**config.mk**
```make
export PLATFORM = sky130hd
export DESIGN_NAME = fir_filter
export DESIGN_NICKNAME = d
export VERILOG_FILES = /design/src/rtl/fir_filter.sv
export SDC_FILE = /design/constraint.sdc
export NUM_CORES = 1
export LEC_CHECK = 0
export CAP_MARGIN = 20
export CORE_ASPECT_RATIO = 0.6
export CORE_MARGIN = 5
export CORE_UTILIZATION = 45
export DETAILED_ROUTE_END_ITERATION = 8
export PLACE_DENSITY = 0.78
export SLEW_MARGIN = 20
export SYNTH_ARGS = -nofsm -noshare
export SYNTH_HDL_FRONTEND = slang
export SYNTH_SLANG_ARGS = --single-unit
export TNS_END_PERCENT = 20
```
**constraint.sdc**
```tcl
create_clock -name clk -period 3.55 [get_ports clk]
set_clock_uncertainty 0.15 [all_clocks]
set_input_delay 0.5325 -clock clk [delete_from_list [all_inputs] [get_ports clk]]
set_output_delay 0.5325 -clock clk [all_outputs]
set_load 0.01 [all_outputs]
```
**src/rtl/fir_filter.sv**
```systemverilog
// ---------------------------------------------------------------------------
// fir_filter
//   Direct-form FIR filter with unsigned compile-time coefficients and a
//   registered output. Each enabled clock edge takes in one sample, registers
//   one filtered result and shifts the delay line. The result appears one
//   clock after its sample.
//
// Parameters
//   NUM_TABS        number of taps (>= 1)
//   TAB_WIDTH       bits per unsigned coefficient
//   DATA_IN_WIDTH   bits per unsigned input sample
//   DATA_OUT_WIDTH  output width
//   COEFFS          packed coefficients, h[k] = COEFFS[k*TAB_WIDTH +: TAB_WIDTH]
//
// Ports
//   clk       in   rising-edge clock
//   rst_n     in   asynchronous active-low reset; clears delay line and output
//   clk_en    in   sample enable; 0 freezes delay line and output
//   data_in   in   unsigned input sample x[n]
//   data_out  out  registered unsigned filter output y
//
// Build option
//   FIR_SATURATE_EN  when defined, an accumulator value that does not fit in
//                    DATA_OUT_WIDTH clamps to all ones. When undefined, the
//                    upper bits are dropped (modulo 2^DATA_OUT_WIDTH).
// ---------------------------------------------------------------------------
module fir_filter #(
  parameter int NUM_TABS       = 3,
  parameter int TAB_WIDTH      = 3,
  parameter int DATA_IN_WIDTH  = 8,
  parameter int DATA_OUT_WIDTH = TAB_WIDTH + DATA_IN_WIDTH + 8,
  parameter logic [NUM_TABS*TAB_WIDTH-1:0] COEFFS = {3'd3, 3'd2, 3'd1}
) (
  input  logic                      clk,
  input  logic                      rst_n,
  input  logic                      clk_en,
  input  logic [DATA_IN_WIDTH-1:0]  data_in,
  output logic [DATA_OUT_WIDTH-1:0] data_out
);

  // Each product needs TAB_WIDTH+DATA_IN_WIDTH bits. Summing NUM_TABS of
  // them needs clog2(NUM_TABS) more bits, so the sum cannot overflow.
  localparam int PROD_W = TAB_WIDTH + DATA_IN_WIDTH;
  localparam int ACC_W  = PROD_W + $clog2(NUM_TABS);
  localparam int EXT_W  = (ACC_W > DATA_OUT_WIDTH) ? ACC_W : DATA_OUT_WIDTH;
  // Keep at least one delay-line entry so the array stays legal for NUM_TABS=1.
  localparam int DL_N   = (NUM_TABS > 1) ? NUM_TABS - 1 : 1;

  logic [DATA_IN_WIDTH-1:0] x_d [DL_N];
  logic [ACC_W-1:0]         acc_p0;

  // Fit the full-precision accumulator to the output width. Narrower values
  // are zero-extended. Wider values either wrap or clamp to all ones.
  function automatic logic [DATA_OUT_WIDTH-1:0] fit_out(input logic [ACC_W-1:0] a);
    logic [EXT_W-1:0] ext;
    ext = EXT_W'(a);
`ifdef FIR_SATURATE_EN
    if (ext > EXT_W'({DATA_OUT_WIDTH{1'b1}})) begin
      return {DATA_OUT_WIDTH{1'b1}};
    end
`endif
    return ext[DATA_OUT_WIDTH-1:0];
  endfunction

  // ---- stage p0: multiply-accumulate over the current sample and history ----
  always_comb begin
    acc_p0 = ACC_W'(COEFFS[TAB_WIDTH-1:0]) * ACC_W'(data_in);
    for (int k = 1; k < NUM_TABS; k++) begin
      acc_p0 = acc_p0
             + ACC_W'(COEFFS[k*TAB_WIDTH +: TAB_WIDTH]) * ACC_W'(x_d[k-1]);
    end
  end

  // ---- stage p1: output register, updated only on enabled edges ----
  always_ff @(posedge clk or negedge rst_n) begin
    if (!rst_n) begin
      data_out <= '0;
    end else if (clk_en) begin
      data_out <= fit_out(acc_p0);
    end
  end

  // Delay line. It shifts on the same enabled edge that registers the output,
  // so the output above always uses the history from before this shift.
  generate
    if (NUM_TABS > 1) begin : g_dly
      always_ff @(posedge clk or negedge rst_n) begin
        if (!rst_n) begin
          for (int k = 0; k < DL_N; k++) begin
            x_d[k] <= '0;
          end
        end else if (clk_en) begin
          x_d[0] <= data_in;
          for (int k = 1; k < DL_N; k++) begin
            x_d[k] <= x_d[k-1];
          end
        end
      end
    end else begin : g_no_dly
      // With a single tap there is no history. The single unused entry stays
      // at zero and contributes nothing to the sum.
      always_ff @(posedge clk or negedge rst_n) begin
        if (!rst_n) begin
          x_d[0] <= '0;
        end else begin
          x_d[0] <= '0;
        end
      end
    end
  endgenerate

endmodule

```
# Word level (Yosys, flattened, before mapping)
# Index checks and enable logic that the tools add are counted.
# totals
reg_bits	29
in_bits	11
output_inout_bits	19
word_cells	6
# classes
add_sub_neg	2
multipliers	1
# ops
operator	n
10-bit by 10-bit adder with 11-bit output	1
8-bit by 9-bit adder with 10-bit output	1
2-bit by 8-bit multiplier with 10-bit output, first input constant	1

# Logic depth before layout (Yosys ltp)
# Gate-level depths: netlist of the first run.
# depth
ltp_word	2
depth_mapped	10
mapped_depth_nobuf	10

# Least setup slack after synthesis of the first run
# OpenSTA, ideal clock, no wires.
# synth_timing
path_kind	input to register
start	input port data_in[2]
end	register data_out[8]
setup_time_ps	131
arrival_ps	3050
required_time_ps	3269
setup_slack_ps	219
path_stages	10
n_path_buf	0
path_cell_list	inv_1 fa_1 fa_1 inv_1 ha_1 fa_1 a211oi_2 nor2_1 o2111a_1 or3_1
# synth_between
elab_chain_len	2
# synth_lines
element	line_no	text
start, declared	37	input logic [DATA_IN_WIDTH-1:0] data_in,
8-bit by 9-bit adder with 10-bit output	70	+ ACC_W'(COEFFS[k*TAB_WIDTH +: TAB_WIDTH]) * ACC_W'(x_d[k-1]);
10-bit by 10-bit adder with 11-bit output	70	
end signal, assigned	79	data_out <= fit_out(acc_p0);
end, declared	38	output logic [DATA_OUT_WIDTH-1:0] data_out
# Every way passes these cells.
# A chain may end at the register's enable or synchronous reset.

# Worst setup path in the final report of the first run
# Same ends and word-level chain as after synthesis.

==> metrics.yaml, run 1 <==
outcome: "completed"
drive_gt1_share_pct: 14.9
setup_violations: 0
clk_pin_slew_ns: 0.11
placement.io_buffers: 21
detail-route-antenna-nets: 0
clock.fmax_ghz: 0.286
htreeDepth: 1
cts.hold.buffers_added: 0
grt.met1_usage_pct: 17.0
critical_path.max_fanout: 2
reg2regPathDepth: 10
min_from: "x_d[13]$_DFFE_PN0P_"
worstSetupEndpointType: "flip-flop"
global_route.usage.total_pct: 12.5
crit_path_top_delay_cell: "sky130_fd_sc_hd__fa_1"
dr.first_iter.drc_count: 25
synth-seq-area-share_pct: 36.4
path_delay_family: "adder cells"
fp.dieH_um: 59.7
detail_placement_hpwl_um: 2580
netSwitchingFraction_pct: 38.2
gr_util_met3_pct: 3.65
numClockSinks: 27
critical_path.cell_chain: "clkdlybuf4s50_1, inv_1, fa_1, fa_1, inv_1, ha_2, fa_2, a211oi_2, nor2_1, o2111a_1, or3_1"
clock_tree.buffer_depth: 2
worst_r2r_endpoint: "data_out[8]$_DFFE_PN0P_"
net-switching-power_mw: 0.567
synth-async-reset-ratio_pct: 100
design.die.area_um2: 5550
start_util_pct: 45.8
cts_tree: "done"
power.sequential.fraction_pct: 29.1
min_path_type: "flip-flop to flip-flop"
postSynthAreaPerCell_um2: 10.4
cts-root-buf: "sky130_fd_sc_hd__clkbuf_8"
setup.worst_path.class: "input pin to flip-flop"
timing.critical_path.buf_inv: 3
ys_warn_count: 0
fill_cells: 383
dpl.cell_count: 252
worst_path_largest_cell_delay_ns: 0.51
cp.required_ns: 3.58
die_w_um: 92.9
synth_area_leader_cell: "sky130_fd_sc_hd__dfrtp_1"
ff_latch_area_um2: 676
top_usage_layer: "met2"
cellInternalPower_mw: 0.919
drt_drc_violations_left: 0
ys_dominant_reg_cell: "sky130_fd_sc_hd__dfrtp_1"
worst_r2r_startpoint: "x_d[1]$_DFFE_PN0P_"
drt_pre_antenna_iters: 4
vias_in_the_first_global_route: 1176
final_cell_mix: "sky130_fd_sc_hd__inv_1, sky130_fd_sc_hd__dfrtp_1, sky130_fd_sc_hd__clkdlybuf4s50_1, sky130_fd_sc_hd__o21ai_0, sky130_fd_sc_hd__fa_1"
antenna_found_initial: 0
synthDistinctLibCells: 34
timing.final.crit_period_ns: 3.49
hold_end: "x_d[5]$_DFFE_PN0P_"
comb_power_share_pct: 58.3
finalCritPeriodShare_pct: 98.4
globalRoute.totalOverflow: 0
synth.top_cells.by_area: "sky130_fd_sc_hd__dfrtp_1, sky130_fd_sc_hd__fa_1, sky130_fd_sc_hd__ha_1"
slew_viols_final: 0
synth.ff_latch_count: 27
area.growth.synth_to_final_pct: 19.4
final_replace_weighted_congestion: 0.795
most_common_cell_after_layout_fill_and_taps_aside: "sky130_fd_sc_hd__inv_1"
area_used_by_multi_input_combinational_logic_um2: 1000
clkLatencyLatePin_ns: 0.29
routed_via_density: 4.73
clock_buffers_created_by_tritoncts: 3
report.final.hold_viol_count: 0
vdd_ir_drop_max_v: 0.000302
power-per-cell-area_nw_per_um2: 671
core.rowCount: 18
antenna_diodes: 0
p_leak_nw: 1.06
wire_per_inst_um: 12.9
r2r_setup_slack_ns: 0.32
critPathArrivalTime_ns: 3.52
post-layout-total-power_mw: 1.49
route.final.wire_length_um: 3320
ios: 30
grt_max_degree: 39
area_of_the_core_region_um2: 4050
start_kind: "input pin"
power_frac_clock_pct: 12.7
final_cells: 258
grt_first_pass_wirelength_um: 5400
detailroute.via_count: 1220
number_of_nets_in_the_layout: 247
syn-cell-area_um2: 1860
synth.top_cell.area_share_pct: 36.4
drv_cap: 0
hold_depth: 2
postSynthCellCount: 179
synth_edf_count: 0
grtUsageMet2_pct: 20.7
-- power by group through the flow --
stage	Clock, mW	Sequential, mW	Combinational [mW]
finish	0.188	0.432	0.866
global route	0.203	0.442	0.966
CTS	0.198	0.434	0.852
detailed placement	0	0.439	0.845
global placement	0	0.439	0.819
floorplan	0	0.460	0.511
-- cells in the mapped netlist, types with 2 or more instances --
master	count
sky130_fd_sc_hd__inv_1	32
sky130_fd_sc_hd__dfrtp_1	27
sky130_fd_sc_hd__fa_1	16
sky130_fd_sc_hd__o21ai_0	16
sky130_fd_sc_hd__nand2_1	14
sky130_fd_sc_hd__ha_1	11
sky130_fd_sc_hd__mux2_2	9
sky130_fd_sc_hd__buf_4	8
sky130_fd_sc_hd__a21oi_1	7
sky130_fd_sc_hd__nor2_1	7
sky130_fd_sc_hd__buf_2	3
sky130_fd_sc_hd__o22ai_1	3
sky130_fd_sc_hd__a211oi_1	2
sky130_fd_sc_hd__a211oi_2	2
sky130_fd_sc_hd__buf_1	2
sky130_fd_sc_hd__mux2i_1	2
-- worst register-to-register path: stages (launching register included) --
cell	delay [ns]
sky130_fd_sc_hd__dfrtp_1	0.41
sky130_fd_sc_hd__inv_1	0.10
sky130_fd_sc_hd__fa_1	0.45
sky130_fd_sc_hd__fa_1	0.51
sky130_fd_sc_hd__inv_1	0.05
sky130_fd_sc_hd__ha_2	0.19
sky130_fd_sc_hd__fa_2	0.37
sky130_fd_sc_hd__a211oi_2	0.27
sky130_fd_sc_hd__nor2_1	0.09
sky130_fd_sc_hd__o2111a_1	0.23
sky130_fd_sc_hd__or3_1	0.30
-- cells by family after synthesis --
family / count (synthesis) / share of synthesized area (%)
simple gates: 27 / 6.27
fa+ha+maj: 27 / 24.7
mux: 11 / 6.54
other cells: 1 / 0.202
compound gates: 38 / 13.8
buf+inv: 46 / 11.2
flops: 27 / 36.4
xor+xnor: 2 / 0.944
-- metrics by stage --
step                      hold slack, ns  cell area [um2]  setup slack, ns  setup TNS (ns)  util [%]
after floorplan                   0.0869             1880            0.219               0         -
after global placement             0.309             2150           -0.284          -0.738      53.0
after detailed placement           0.333             2150           -0.373          -0.986      53.0
after CTS                          0.356             2200          0.00799               0      54.2
after global routing               0.381             2220          -0.0128         -0.0128      54.7
final                              0.347             2220           0.0567               0      54.7
-- how the worst max path moves through the flow --
stage	depth (start not counted)	slack [ns]	start	end
floorplan	10	0.22	data_in[2]	data_out[8]$_DFFE_PN0P_
global placement	11	-0.28	data_in[2]	data_out[8]$_DFFE_PN0P_
detailed placement	11	-0.37	data_in[2]	data_out[8]$_DFFE_PN0P_
CTS	11	0.008	data_in[2]	data_out[8]$_DFFE_PN0P_
global route	11	-0.01	data_in[2]	data_out[8]$_DFFE_PN0P_
finish	11	0.06	data_in[2]	data_out[8]$_DFFE_PN0P_
-- layer usage --
metal  vias to the layer above  share of wire [%]  wire [um]
met4                         0               0.36         12
met5                         -                  0          0
met3                         2                5.2        172
met1                       569                 49       1620
li1                        626                  -          -
met2                        23                 46       1510
-- final cells by class --
cell class,count,share of cell area (%)
multi-input combinational,113,45.3
sequential,27,30.5
timing repair buffer,32,13.8
inverter,32,5.42
tap,50,2.82
clock buffer,3,1.86
clock inverter,1,0.339
-- state kept, by name (all words and copies together), names as in the netlist --
signal    count
data_out     11
x_d          16
-- timing repair --
item                       CTS  global route
resized for setup            1             1
setup endpoints to repair    1             2
pin swaps                    0             5
setup buffers                0             2
No activity file was read; power rests on OpenSTA's default activity.
==> inputs of run 2 (changes only) <==
Settings changed: CELL_PAD_IN_SITES_DETAIL_PLACEMENT from default to 2, CELL_PAD_IN_SITES_GLOBAL_PLACEMENT from default to 2, CORE_UTILIZATION 45 to 34, PLACE_DENSITY 0.78 to default, PLACE_DENSITY_LB_ADDON from default to 0.2.
==> run 2 against run 1 <==
Non-clock buffer count grew 1; first-iteration DRC count decreased by 8.0%; via count up 9.2%; die area up 28%; wire length rose by 35%; critical path depth fell by 1; power grew 4.6%; clock power about the same; global-route usage grew 1.6 points; combinational power up 7.6%; critical endpoint unchanged.
==> metrics.yaml, run 2 (same netlist as run 1, synthesis figures left out) <==
antenna_found_initial: 0
hold_end: "x_d[5]$_DFFE_PN0P_"
min_from: "x_d[13]$_DFFE_PN0P_"
critical_path.max_fanout: 5
grt_max_degree: 28
core.rowCount: 20
detail_placement_hpwl_um: 3550
clock_tree.buffer_depth: 2
final_replace_weighted_congestion: 0.789
detail-route-antenna-nets: 0
p_leak_nw: 1.07
hold_depth: 2
slew_viols_final: 0
design.die.area_um2: 7080
start_util_pct: 35.8
rel_slew_slack_pct: 47.3
vias_in_the_first_global_route: 1594
power-per-cell-area_nw_per_um2: 692
final.setup.worst_slack_ns: 0.100
setup_repair_after_global_routing_missed_its_margin: "true"
globalRoute.totalOverflow: 0
placement.cell_area_um2: 2160
reg2regPathDepth: 10
setup_violations: 0
area_of_the_core_region_um2: 5180
worst_r2r_startpoint: "x_d[1]$_DFFE_PN0P_"
start_kind: "input pin"
worst_r2r_endpoint: "data_out[8]$_DFFE_PN0P_"
worstSetupEndpointType: "flip-flop"
stdcell_area_um2: 2250
final_cell_mix: "sky130_fd_sc_hd__inv_1, sky130_fd_sc_hd__dfrtp_1, sky130_fd_sc_hd__clkdlybuf4s50_1, sky130_fd_sc_hd__o21ai_0, sky130_fd_sc_hd__fa_1"
placement.io_buffers: 21
reg_top3: "x_d: 16 flops, data_out: 11 flops"
grt_first_pass_wirelength_um: 7880
fp.dieH_um: 67.2
numClockSinks: 27
wire_per_inst_um: 16.4
vdd_ir_drop_max_v: 0.000224
die_w_um: 105
detailroute.via_count: 1332
route.final.wire_length_um: 4500
finalCritPeriodShare_pct: 97.2
cts_tree: "done"
clock.fmax_ghz: 0.290
clkLatencyLatePin_ns: 0.28
tightest_slew_ns: 0.788
htreeDepth: 1
most_common_cell_after_layout_fill_and_taps_aside: "sky130_fd_sc_hd__inv_1"
cp.required_ns: 3.57
antenna_diodes: 0
cts-root-buf: "sky130_fd_sc_hd__clkbuf_8"
post-layout-total-power_mw: 1.56
drv_cap: 0
global_route.usage.total_pct: 14.1
dr.first_iter.drc_count: 23
fin_tns_setup_ns: 0
max_flop_register: "x_d"
setup.worst_path.class: "input pin to flip-flop"
area.growth.synth_to_final_pct: 21.1
ios: 30
post-place-ws_ns: -0.393
fill_cells: 553
r2r_setup_slack_ns: 0.34
min_path_type: "flip-flop to flip-flop"
largest_register_ff_count: 16
drt_drc_violations_left: 0
timing.final.crit_period_ns: 3.45
number_of_nets_in_the_layout: 248
clk_pin_slew_ns: 0.10
outcome: "completed"
area_used_by_multi_input_combinational_logic_um2: 1020
critPathArrivalTime_ns: 3.47
clock_buffers_created_by_tritoncts: 3
routed_via_density: 4.84
ff_latch_area_um2: 676
drive_gt1_share_pct: 16.7
finalCoreUtilization_pct: 43.4
drt_pre_antenna_iters: 4
report.final.hold_viol_count: 0
## run 2: changes by cell type in the layout (fill, tap and decap cells not counted), sizes merged
cell           previous run  this run
buf                      11        12
clkdlybuf4s50            21        20
dlymetal6s2s              0         1
## run 2: how the worst max path moves through the flow
stage                           from                       to  slack (ns)
after global placement    data_in[2]  data_out[8]$_DFFE_PN0P_       -0.29
final                     data_in[4]  data_out[8]$_DFFE_PN0P_        0.10
after floorplan           data_in[2]  data_out[8]$_DFFE_PN0P_        0.22
after CTS                 data_in[2]  data_out[8]$_DFFE_PN0P_       0.008
after detailed placement  data_in[2]  data_out[8]$_DFFE_PN0P_       -0.39
after global routing      data_in[5]  data_out[8]$_DFFE_PN0P_       -0.02
## run 2: per-layer routing
layer	vias to the layer above	share of wire, %	track usage, %
met5	-	0	0
met4	0	1.2	3.27
met3	4	3.6	3.44
met2	24	51	26.5
met1	681	44	16.5
li1	623	-	-
## run 2: area by class of cell
| cell class | count | share of cell area (%) |
|---|---|---|
| Timing Repair Buffer | 33 | 13.5 |
| Multi-Input combinational cell | 113 | 45.3 |
| Clock buffer | 3 | 1.84 |
| Tap cell | 66 | 3.67 |
| Clock inverter | 1 | 0.334 |
| Sequential cell | 27 | 30.1 |
| Inverter | 32 | 5.35 |
## run 2: through the flow
| step | hold WS (ns) | instances |
|---|---|---|
| after floorplan | 0.0869 | 186 |
| after global placement | 0.310 | 269 |
| after detailed placement | 0.342 | 269 |
| after CTS | 0.367 | 275 |
| after global routing | 0.391 | 275 |
| final | 0.358 | 275 |
## run 2: critical path, stage by stage
cell	delay [ns]
sky130_fd_sc_hd__clkdlybuf4s50_1	0.49
sky130_fd_sc_hd__inv_1	0.07
sky130_fd_sc_hd__fa_1	0.53
sky130_fd_sc_hd__inv_1	0.05
sky130_fd_sc_hd__fa_1	0.45
sky130_fd_sc_hd__ha_1	0.42
sky130_fd_sc_hd__a211oi_4	0.32
sky130_fd_sc_hd__nor2_2	0.08
sky130_fd_sc_hd__o2111a_1	0.23
sky130_fd_sc_hd__or3_1	0.30
## run 2: timing repair
item,4_1_cts,5_1_grt
pin swaps,4,4
buffers inserted,2,0
endpoints found under the hold margin,0,0
endpoints found under the setup margin,2,3
gates resized for setup,2,5
hold buffers,0,0
## run 2: power breakdown
| group | internal (mW) | switching, mW | leakage [nW] |
|---|---|---|---|
| sequential | 0.386 | 0.0497 | 0.323 |
| combinational | 0.462 | 0.470 | 0.726 |
| clock | 0.0800 | 0.107 | 0.0217 |
| total | 0.929 | 0.627 | 1.07 |
